==> src/rtl/neurotransmitter_integrator.sv <==
// Per-transmitter level integrator: accumulates regulator inc/dec requests into a
// saturating level, decays toward a baseline when idle, and publishes a 2-bit code.
module neurotransmitter_integrator #(
  parameter int WIDTH        = 8,
  parameter int SLOW_STEP    = 1,
  parameter int FAST_STEP    = 4,
  parameter int PRESCALE     = 16,
  parameter int DECAY_PERIOD = 8,
  parameter int BASELINE     = 128,
  parameter int RESET_LEVEL  = 128,
  parameter int T1           = 64,
  parameter int T2           = 128,
  parameter int T3           = 192
) (
  input  logic             clk,
  input  logic             rst,
  input  logic             en,
  input  logic             inc,
  input  logic             dec,
  input  logic             fast,
  output logic [WIDTH-1:0] level,
  output logic [1:0]       level_q,
  output logic             at_max,
  output logic             at_min,
  output logic             changed
);

  localparam int PW = (PRESCALE > 1) ? $clog2(PRESCALE) : 1;
  localparam int IW = $clog2(DECAY_PERIOD + 1);

  localparam logic [WIDTH:0]   MAX_W   = {1'b0, {WIDTH{1'b1}}};
  localparam logic [WIDTH:0]   SLOW_W  = (WIDTH+1)'(SLOW_STEP);
  localparam logic [WIDTH:0]   FAST_W  = (WIDTH+1)'(FAST_STEP);
  localparam logic [WIDTH:0]   T1_W    = (WIDTH+1)'(T1);
  localparam logic [WIDTH:0]   T2_W    = (WIDTH+1)'(T2);
  localparam logic [WIDTH:0]   T3_W    = (WIDTH+1)'(T3);
  localparam logic [WIDTH-1:0] BASE_L  = WIDTH'(BASELINE);
  localparam logic [WIDTH-1:0] RST_L   = WIDTH'(RESET_LEVEL);
  localparam logic [PW-1:0]    PRE_TC  = PW'(PRESCALE - 1);
  localparam logic [IW-1:0]    IDLE_TC = IW'(DECAY_PERIOD);

  logic [PW-1:0]    pre_cnt;
  logic [IW-1:0]    idle_cnt;
  logic             pend_inc;
  logic             pend_dec;
  logic             pend_fast;

  logic             strobe;
  logic             req_inc;
  logic             req_dec;
  logic             req_fast;
  logic [WIDTH:0]   step;
  logic [WIDTH:0]   sum;
  logic [WIDTH:0]   diff;
  logic [IW-1:0]    idle_inc;
  logic [IW-1:0]    idle_nxt;
  logic [WIDTH-1:0] level_nxt;

  assign strobe   = en && (pre_cnt == PRE_TC);
  assign req_inc  = pend_inc  | inc;
  assign req_dec  = pend_dec  | dec;
  assign req_fast = pend_fast | fast;
  assign step     = req_fast ? FAST_W : SLOW_W;
  assign sum      = {1'b0, level} + step;
  // The extra top bit of diff acts as the borrow flag for clamping at zero.
  assign diff     = {1'b0, level} - step;
  assign idle_inc = idle_cnt + 1'b1;

  always_comb begin
    level_nxt = level;
    idle_nxt  = '0;
    if (req_inc && !req_dec) begin
      level_nxt = (sum > MAX_W) ? {WIDTH{1'b1}} : sum[WIDTH-1:0];
    end else if (req_dec && !req_inc) begin
      level_nxt = diff[WIDTH] ? '0 : diff[WIDTH-1:0];
    end else if (!req_inc && !req_dec) begin
      if (idle_inc == IDLE_TC) begin
        if (level < BASE_L) begin
          level_nxt = level + 1'b1;
        end else if (level > BASE_L) begin
          level_nxt = level - 1'b1;
        end
      end else begin
        idle_nxt = idle_inc;
      end
    end
  end

  always_ff @(posedge clk or posedge rst) begin
    if (rst) begin
      level     <= RST_L;
      pre_cnt   <= '0;
      idle_cnt  <= '0;
      pend_inc  <= 1'b0;
      pend_dec  <= 1'b0;
      pend_fast <= 1'b0;
      changed   <= 1'b0;
    end else begin
      changed <= 1'b0;
      if (en) begin
        if (strobe) begin
          pre_cnt   <= '0;
          pend_inc  <= 1'b0;
          pend_dec  <= 1'b0;
          pend_fast <= 1'b0;
          level     <= level_nxt;
          idle_cnt  <= idle_nxt;
          changed   <= (level_nxt != level);
        end else begin
          pre_cnt   <= pre_cnt + 1'b1;
          pend_inc  <= req_inc;
          pend_dec  <= req_dec;
          pend_fast <= req_fast;
        end
      end
    end
  end

  always_comb begin
    if ({1'b0, level} < T1_W) begin
      level_q = 2'b00;
    end else if ({1'b0, level} < T2_W) begin
      level_q = 2'b01;
    end else if ({1'b0, level} < T3_W) begin
      level_q = 2'b10;
    end else begin
      level_q = 2'b11;
    end
  end

  assign at_max = (level == {WIDTH{1'b1}});
  assign at_min = (level == '0);

endmodule
==> config.mk <==
export PLATFORM = sky130hd
export DESIGN_NAME = neurotransmitter_integrator
export DESIGN_NICKNAME = d
export VERILOG_FILES = /design/src/rtl/neurotransmitter_integrator.sv
export SDC_FILE = /design/constraint.sdc
export NUM_CORES = 1
export LEC_CHECK = 0
export BUFFER_PORTS_ARGS = -buffer_cell sky130_fd_sc_hd__buf_4
export CORE_UTILIZATION = 53
export DETAILED_ROUTE_END_ITERATION = 7
export PLACE_DENSITY_LB_ADDON = 0.2
export SLEW_MARGIN = 10
export SYNTH_ARGS = -nofsm -noshare
export SYNTH_HDL_FRONTEND = slang
export SYNTH_SLANG_ARGS = --single-unit
==> constraint.sdc <==
create_clock -name clk -period 2.6 [get_ports clk]
set_clock_uncertainty 0.05 [all_clocks]
set_input_delay 0.52 -clock clk [delete_from_list [all_inputs] [get_ports clk]]
set_output_delay 0.52 -clock clk [all_outputs]
set_load 0.02 [all_outputs]
==> summary.md, run 1 <==
| Metric | Value |
|---|---|
| Part of the Yosys area used for sequential elements | 25.3% |
| VDD IR-drop max | 0.495 mV |
| Area Overhead vs Synth | 24.2% |
| Worst setup margin | 0.0886 ns |
| Number of synthesized flops with an enable pin | 0 |
| Initial antenna violation count | 0 |
| Critical path fanouts, max | 4 |
| Top Family by Delay on Critical Path | simple AND/OR/NAND/NOR gates |
| Async S/R FF share, synth | 100% |
| Synth top area share | 24.0% |
| Comb power frac | 63.6% |
| Clock sinks | 20 |
| N_diodes | 0 |
| CP endpoint kind | flip-flop |
| Core Region | 3470 sq um |
| Final hold viol count | 0 |
| Congestion Overflow GR | 0 |
| Int Pwr | 1.07 mW |
| Largest net degree at the start of global routing | 21 |
| Seq cells post-synth | 20 |
| Worst-Margin Slew | 0.885 ns |
| Crit path top cell by count | buf_4 |
| Post-Syn Instances | 247 |
| Post-place instance area | 2370 sq um |
| Number of remaining DRC errors | 0 |
| Worst-Skew Late Latency | 0.27 ns |
| Gp weighted congestion | 1.00 |
| Unrepaired setup endpoints after global routing | true |
| Clk pin slew, worst setup/hold paths | 0.08 ns |
| Min-delay worst type | input port to asynchronous set/reset pin |
| Most used flip-flop cell after synthesis | dfrtp_1 |
| TritonRoute pass-1 iters | 5 |
| Yosys warns | 0 |
| Post-synthesis cell type count | 64 |
| Number of top-level pins | 19 |
| Layout cell share with drive strength beyond 1 | 31.0% |
| Routed vias | 2144 |
| Crit Path Class | flip-flop to flip-flop |
| Hold_buf cts | 0 |
| Slew headroom | 40.6% |
| Slowest stage delay, CP | 0.44 ns |
| Crit path time final | 2.51 ns |
| Worst Path Required | 2.68 ns |
| First-pass GRT wire length | 9720 microns |
| Peak Freq | 0.398 GHz |
| Slowest CP cell | or3_2 |
| Worst EP arrival | 2.60 ns |
| Vias per std cell | 6.31 |
| Starting Density | 57.2% |
| Status | finished, final reports clean |
| Reg power frac | 25.4% |
| Setup_tns | 0 ns |
| Crit path buf inv count | 3 |
| Post-Syn Nets | 263 |
| Critical Path, Cell by Cell | nor2_2, clkinv_2, buf_4, ha_1, a21oi_2, or3_2, buf_4, o22ai_1, o32a_1, a41oi_2 |
| Nets | 311 |
| Vias in the first global route | 2040 |
| Post-DRT Antenna Nets | 0 |
| Num rows | 21 |
| Clock share of power | 11.0% |
| Mapped Area | 1980 sq um |
| Post-route design area | 2460 sq um |
| Power Density | 806 nW/um^2 |
| Die Y | 63.2 microns |
| 1st-iter DRT viols | 219 |
| Mean Syn Cell Area | 8.03 sq um |
| Final WL | 5840 microns |
| Max Slew Vio Count | 0 |
| Setup-failing EPs final | 0 |
| Total power | 1.98 mW |
| Static Leak | 1.07 nW |
| Final period util | 96.6% |
| Die Span X | 63.2 microns |
| Detailed placement HPWL | 4370 microns |
| Die area | 3990 sq um |
| Tot GR Track Use | 31.4% |
| Startpoint types | flip-flop |
| Number of CTS-inserted buffers | 3 |
| Root buf cell | clkbuf_8 |
| CTS max path bufs | 2 |
| Port Buf Inserts | 18 |
| P_sw | 0.910 mW |
| Drt wl/cell | 17.2 microns |
| CTS tree | yes |
| Largest area contributor in the netlist | dfrtp_1 |
| H-Tree Depth | 1 |
| DP Worst Slack | -0.0968 ns |
| Core Util, Final | 71.0% |
| Sw Ratio | 45.9% |
| Max-Cap Viols | 0 |
| Synth area leaders | dfrtp_1 24%, ha_1 6.3%, o21ai_0 5.6%, nor2_1 5.3%, a21oi_1 4.5% |
-- kinds of logic after synthesis --
family / count (synthesis) / synth area share [%]
fa+ha+maj: 10 / 6.31
xor+xnor: 9 / 3.97
mux: 3 / 1.58
simple gates: 95 / 26.1
compound gates: 85 / 29.3
flops: 20 / 25.3
buf+inv: 25 / 7.51
-- layer usage --
| layer | part of all wire (%) | global-route usage, % |
|---|---|---|
| met5 | 0 | 0 |
| met4 | 2.4 | 13.1 |
| met3 | 7.6 | 3.62 |
| met2 | 44 | 50.1 |
| met1 | 46 | 42.7 |
-- cell type report --
cell class	count	area [sq um]
Tap cell	46	57.6
Multi-Input combinational cell	202	1380
Clock buffer	4	45.0
Sequential cell	20	502
Inverter	8	31.3
Fill cell	304	1010
Timing Repair Buffer	60	450
-- repair_timing --
action / CTS / global route
setup endpoints to repair: 0 / 4
resized for setup: 0 / 7
setup buffers: 0 / 2
-- final timing paths --
kind / start / to / slack (ns) / depth (start not counted)
setup reg to reg: pend_fast / changed / 0.09 / 10
setup / recovery: pend_fast / changed / 0.09 / 10
max in group asynchronous: rst / level[4] / 1.64 / 2
min in group clk: en / pre_cnt[0] / 0.47 / 2
hold reg to reg: pre_cnt[3] / pre_cnt[3] / 0.48 / 1
hold / removal: rst / pend_dec / 0.35 / 2
-- registers in the layout (all words and copies together), names as in the netlist --
name / cells
pend_inc: 1
pend_fast: 1
pend_dec: 1
pre_cnt: 4
idle_cnt: 4
level: 8
changed: 1
-- Yosys cell counts (2+ instances only) --
library cell and number:
or4_1 2, a21oi_1 18, nor3_1 8, inv_1 7, clkbuf_8 2, mux2i_1 2
nor3b_1 4, nand2_1 20, o221ai_1 4, nand2b_1 3, nor2_1 28, o21a_1 2
xor2_1 3, a22o_1 5, o211ai_1 3, and3_2 2, clkbuf_1 9, buf_6 4
a21oi_2 2, o21ai_0 22, nand3_1 10, o2111ai_1 2, a22oi_1 2, ha_1 10
xnor2_1 6, nor4_1 3, a21o_1 3, o22ai_1 5, nand4_1 2, nor4b_1 2
dfrtp_1 19
-- power groups by stage --
stage	combinational (mW)	sequential, mW	clock [mW]
after floorplan	0.789	0.508	0
after global placement	1.16	0.503	0
after detailed placement	1.18	0.504	0
after CTS	1.19	0.499	0.222
after global routing	1.36	0.519	0.234
final	1.26	0.504	0.218
-- through the flow --
stage	hold WS, ns	std cells
after detailed placement	0.464	334
after CTS	0.374	338
after global placement	0.456	334
after global routing	0.440	340
after floorplan	0.423	247
final	0.354	340
-- placed cells by master (no fill, tap or decap), types with 3 or more instances in the layout --
master     n
a21o_1     3
a21oi_1   17
a21oi_2    3
a22o_1     5
buf_4     60
clkbuf_8   3
dfrtp_1   19
ha_1       8
inv_1      7
nand2_1   20
nand2b_1   3
nand3_1   10
nor2_1    25
nor2_2     3
nor3_1     7
nor3b_1    3
nor4_1     3
o211ai_1   3
o21ai_0   22
o221ai_1   4
o22ai_1    5
xnor2_1    6
xor2_1     3
(Power assumes the default switching activity.)
==> run 2: changes to the inputs <==
--- a/config.mk
+++ b/config.mk
@@ -8,7 +8,7 @@
 export BUFFER_PORTS_ARGS = -buffer_cell sky130_fd_sc_hd__buf_4
 export CORE_UTILIZATION = 53
 export DETAILED_ROUTE_END_ITERATION = 7
-export PLACE_DENSITY_LB_ADDON = 0.2
+export PLACE_DENSITY = 0.73
 export SLEW_MARGIN = 10
 export SYNTH_ARGS = -nofsm -noshare
 export SYNTH_HDL_FRONTEND = slang
==> constraint.sdc (replaced) <==
create_clock -name clk -period 2.6 [get_ports clk]
set_clock_uncertainty 0.05 [all_clocks]
set_input_delay 0.52 -clock clk [delete_from_list [all_inputs] [get_ports clk]]
set_output_delay 0.52 -clock clk [all_outputs]
set_load 0.01 [all_outputs]
==> run 2 against run 1 <==
Largest cell class unchanged. Worst hold slack worse by 0.0010 ns. Sequential share of layout area is 0.82 points higher. Global-route usage is 1.1 points lower. Die area stayed put. Critical endpoint is now at_min. Critical path depth is 6 lower.
==> summary.md, run 2 (synthesis gave the netlist of run 1 again) <==
| Metric | Value |
|---|---|
| Status | finished, final reports clean |
| Critical path fanouts, max | 20 |
| Congestion Overflow GR | 0 |
| Commonest non-fill, non-tap cell in the layout | buf_4 |
| H-Tree Depth | 1 |
| Commonest cells after routing, fill and taps aside | 52 x buf_4, 27 x nor2_1, 22 x o21ai_0, 20 x nand2_1, 19 x dfrtp_1 |
| Startpoint types | flip-flop |
| Power Density | 783 nW/um^2 |
| Largest net degree at the start of global routing | 21 |
| Static Leak | 1.03 nW |
| 1st-iter DRT viols | 247 |
| Largest regs | level x8, idle_cnt x4, pre_cnt x4 |
| Worst Path Required | 2.03 ns |
| Max-Cap Viols | 0 |
| Num rows | 21 |
| Setup_tns | 0 ns |
| Layout cell share with drive strength beyond 1 | 27.3% |
| Starting Density | 57.2% |
| Tot GR Track Use | 30.3% |
| Final WL | 5540 microns |
| Final hold viol count | 0 |
| Area Overhead vs Synth | 20.3% |
| Worst-Skew Late Latency | 0.26 ns |
| Post-route design area | 2380 sq um |
| Crit path time final | 2.51 ns |
| N_diodes | 0 |
| Worst EP arrival | 1.94 ns |
| Post-DRT Antenna Nets | 0 |
| Number of remaining DRC errors | 0 |
| Number of top-level pins | 19 |
| Flip-flop count of the largest register after layout | 8 |
| Total power | 1.87 mW |
| Initial antenna violation count | 0 |
| Vias in the first global route | 2026 |
| Nets | 303 |
| Port Buf Inserts | 18 |
| Core Util, Final | 68.8% |
| Detailed placement HPWL | 4150 microns |
| TritonRoute pass-1 iters | 5 |
| Gp weighted congestion | 1.00 |
| Final period util | 96.4% |
| Die Y | 63.2 microns |
| Drt wl/cell | 16.7 microns |
| Routed vias | 2093 |
| Die area | 3990 sq um |
| Root buf cell | clkbuf_8 |
| Die Span X | 63.2 microns |
| First-pass GRT wire length | 9540 microns |
| Min-delay worst type | input port to asynchronous set/reset pin |
| Largest register by flop count | level |
| VDD IR-drop max | 0.426 mV |
| Clk pin slew, worst setup/hold paths | 0.08 ns |
| Vias per std cell | 6.30 |
| Number of CTS-inserted buffers | 3 |
| Peak Freq | 0.399 GHz |
| Worst-Margin Slew | 0.791 ns |
| Slew headroom | 47.2% |
| CTS tree | yes |
| DP Worst Slack | -0.0409 ns |
| Clock sinks | 20 |
| Worst setup margin | 0.0939 ns |
| Unrepaired setup endpoints after global routing | false |
| Max Slew Vio Count | 0 |
| Post-place instance area | 2320 sq um |
| CP endpoint kind | primary output |
| CTS max path bufs | 2 |
| Crit Path Class | flip-flop to primary output |
| Setup-failing EPs final | 0 |
| Core Region | 3470 sq um |
## run 2: per-layer routing
layer | share of wire [%] | global-route usage, % | vias to the layer above
met5 | 0 | 0 | -
li1 | - | - | 997
met1 | 45 | 42.7 | 986
met4 | 2.4 | 13.4 | 0
met2 | 45 | 46.2 | 97
met3 | 8.0 | 3.62 | 13
## run 2: layout make-up
| class | count | area, sq um |
|---|---|---|
| clock buffer | 4 | 45.0 |
| tap | 46 | 57.6 |
| sequential | 20 | 505 |
| multi-input combinational | 202 | 1360 |
| fill | 314 | 1080 |
| inverter | 8 | 31.3 |
| timing repair buffer | 52 | 390 |
## run 2: timing repair
item,in CTS,in global routing
buffers inserted,0,0
setup endpoints to repair,0,2
hold buffers,0,0
gates resized for setup,0,3
## run 2: power by group
group | leakage [nW] | total, mW | switching [mW] | internal [mW]
combinational | 0.756 | 1.13 | 0.606 | 0.520
clock | 0.0228 | 0.217 | 0.108 | 0.109
sequential | 0.251 | 0.524 | 0.125 | 0.400
## run 2: path summary, 6_finish.rpt
check | depth (start not counted) | slack [ns] | endpoint | start
max | 4 | 0.09 | at_min | level[7]
max reg2reg | 9 | 0.16 | changed | pend_fast
min in group clk | 2 | 0.47 | pre_cnt[0] | en
min reg2reg | 1 | 0.48 | pre_cnt[3] | pre_cnt[3]
min | 2 | 0.35 | pend_dec | rst
max in group asynchronous | 2 | 1.65 | level[4] | rst
## run 2: per-stage QoR
stage,cells,hold WS (ns)
finish,332,0.353
global route,332,0.432
CTS,332,0.375
detailed placement,328,0.453
global placement,328,0.455
floorplan,247,0.423
## run 2: worst max-delay path, cell delays in order, from the launching register on
cell and delay [ns]:
dfstp_4 0.55, or4_1 0.51, buf_4 0.20, nor4b_2 0.25, buf_4 0.16
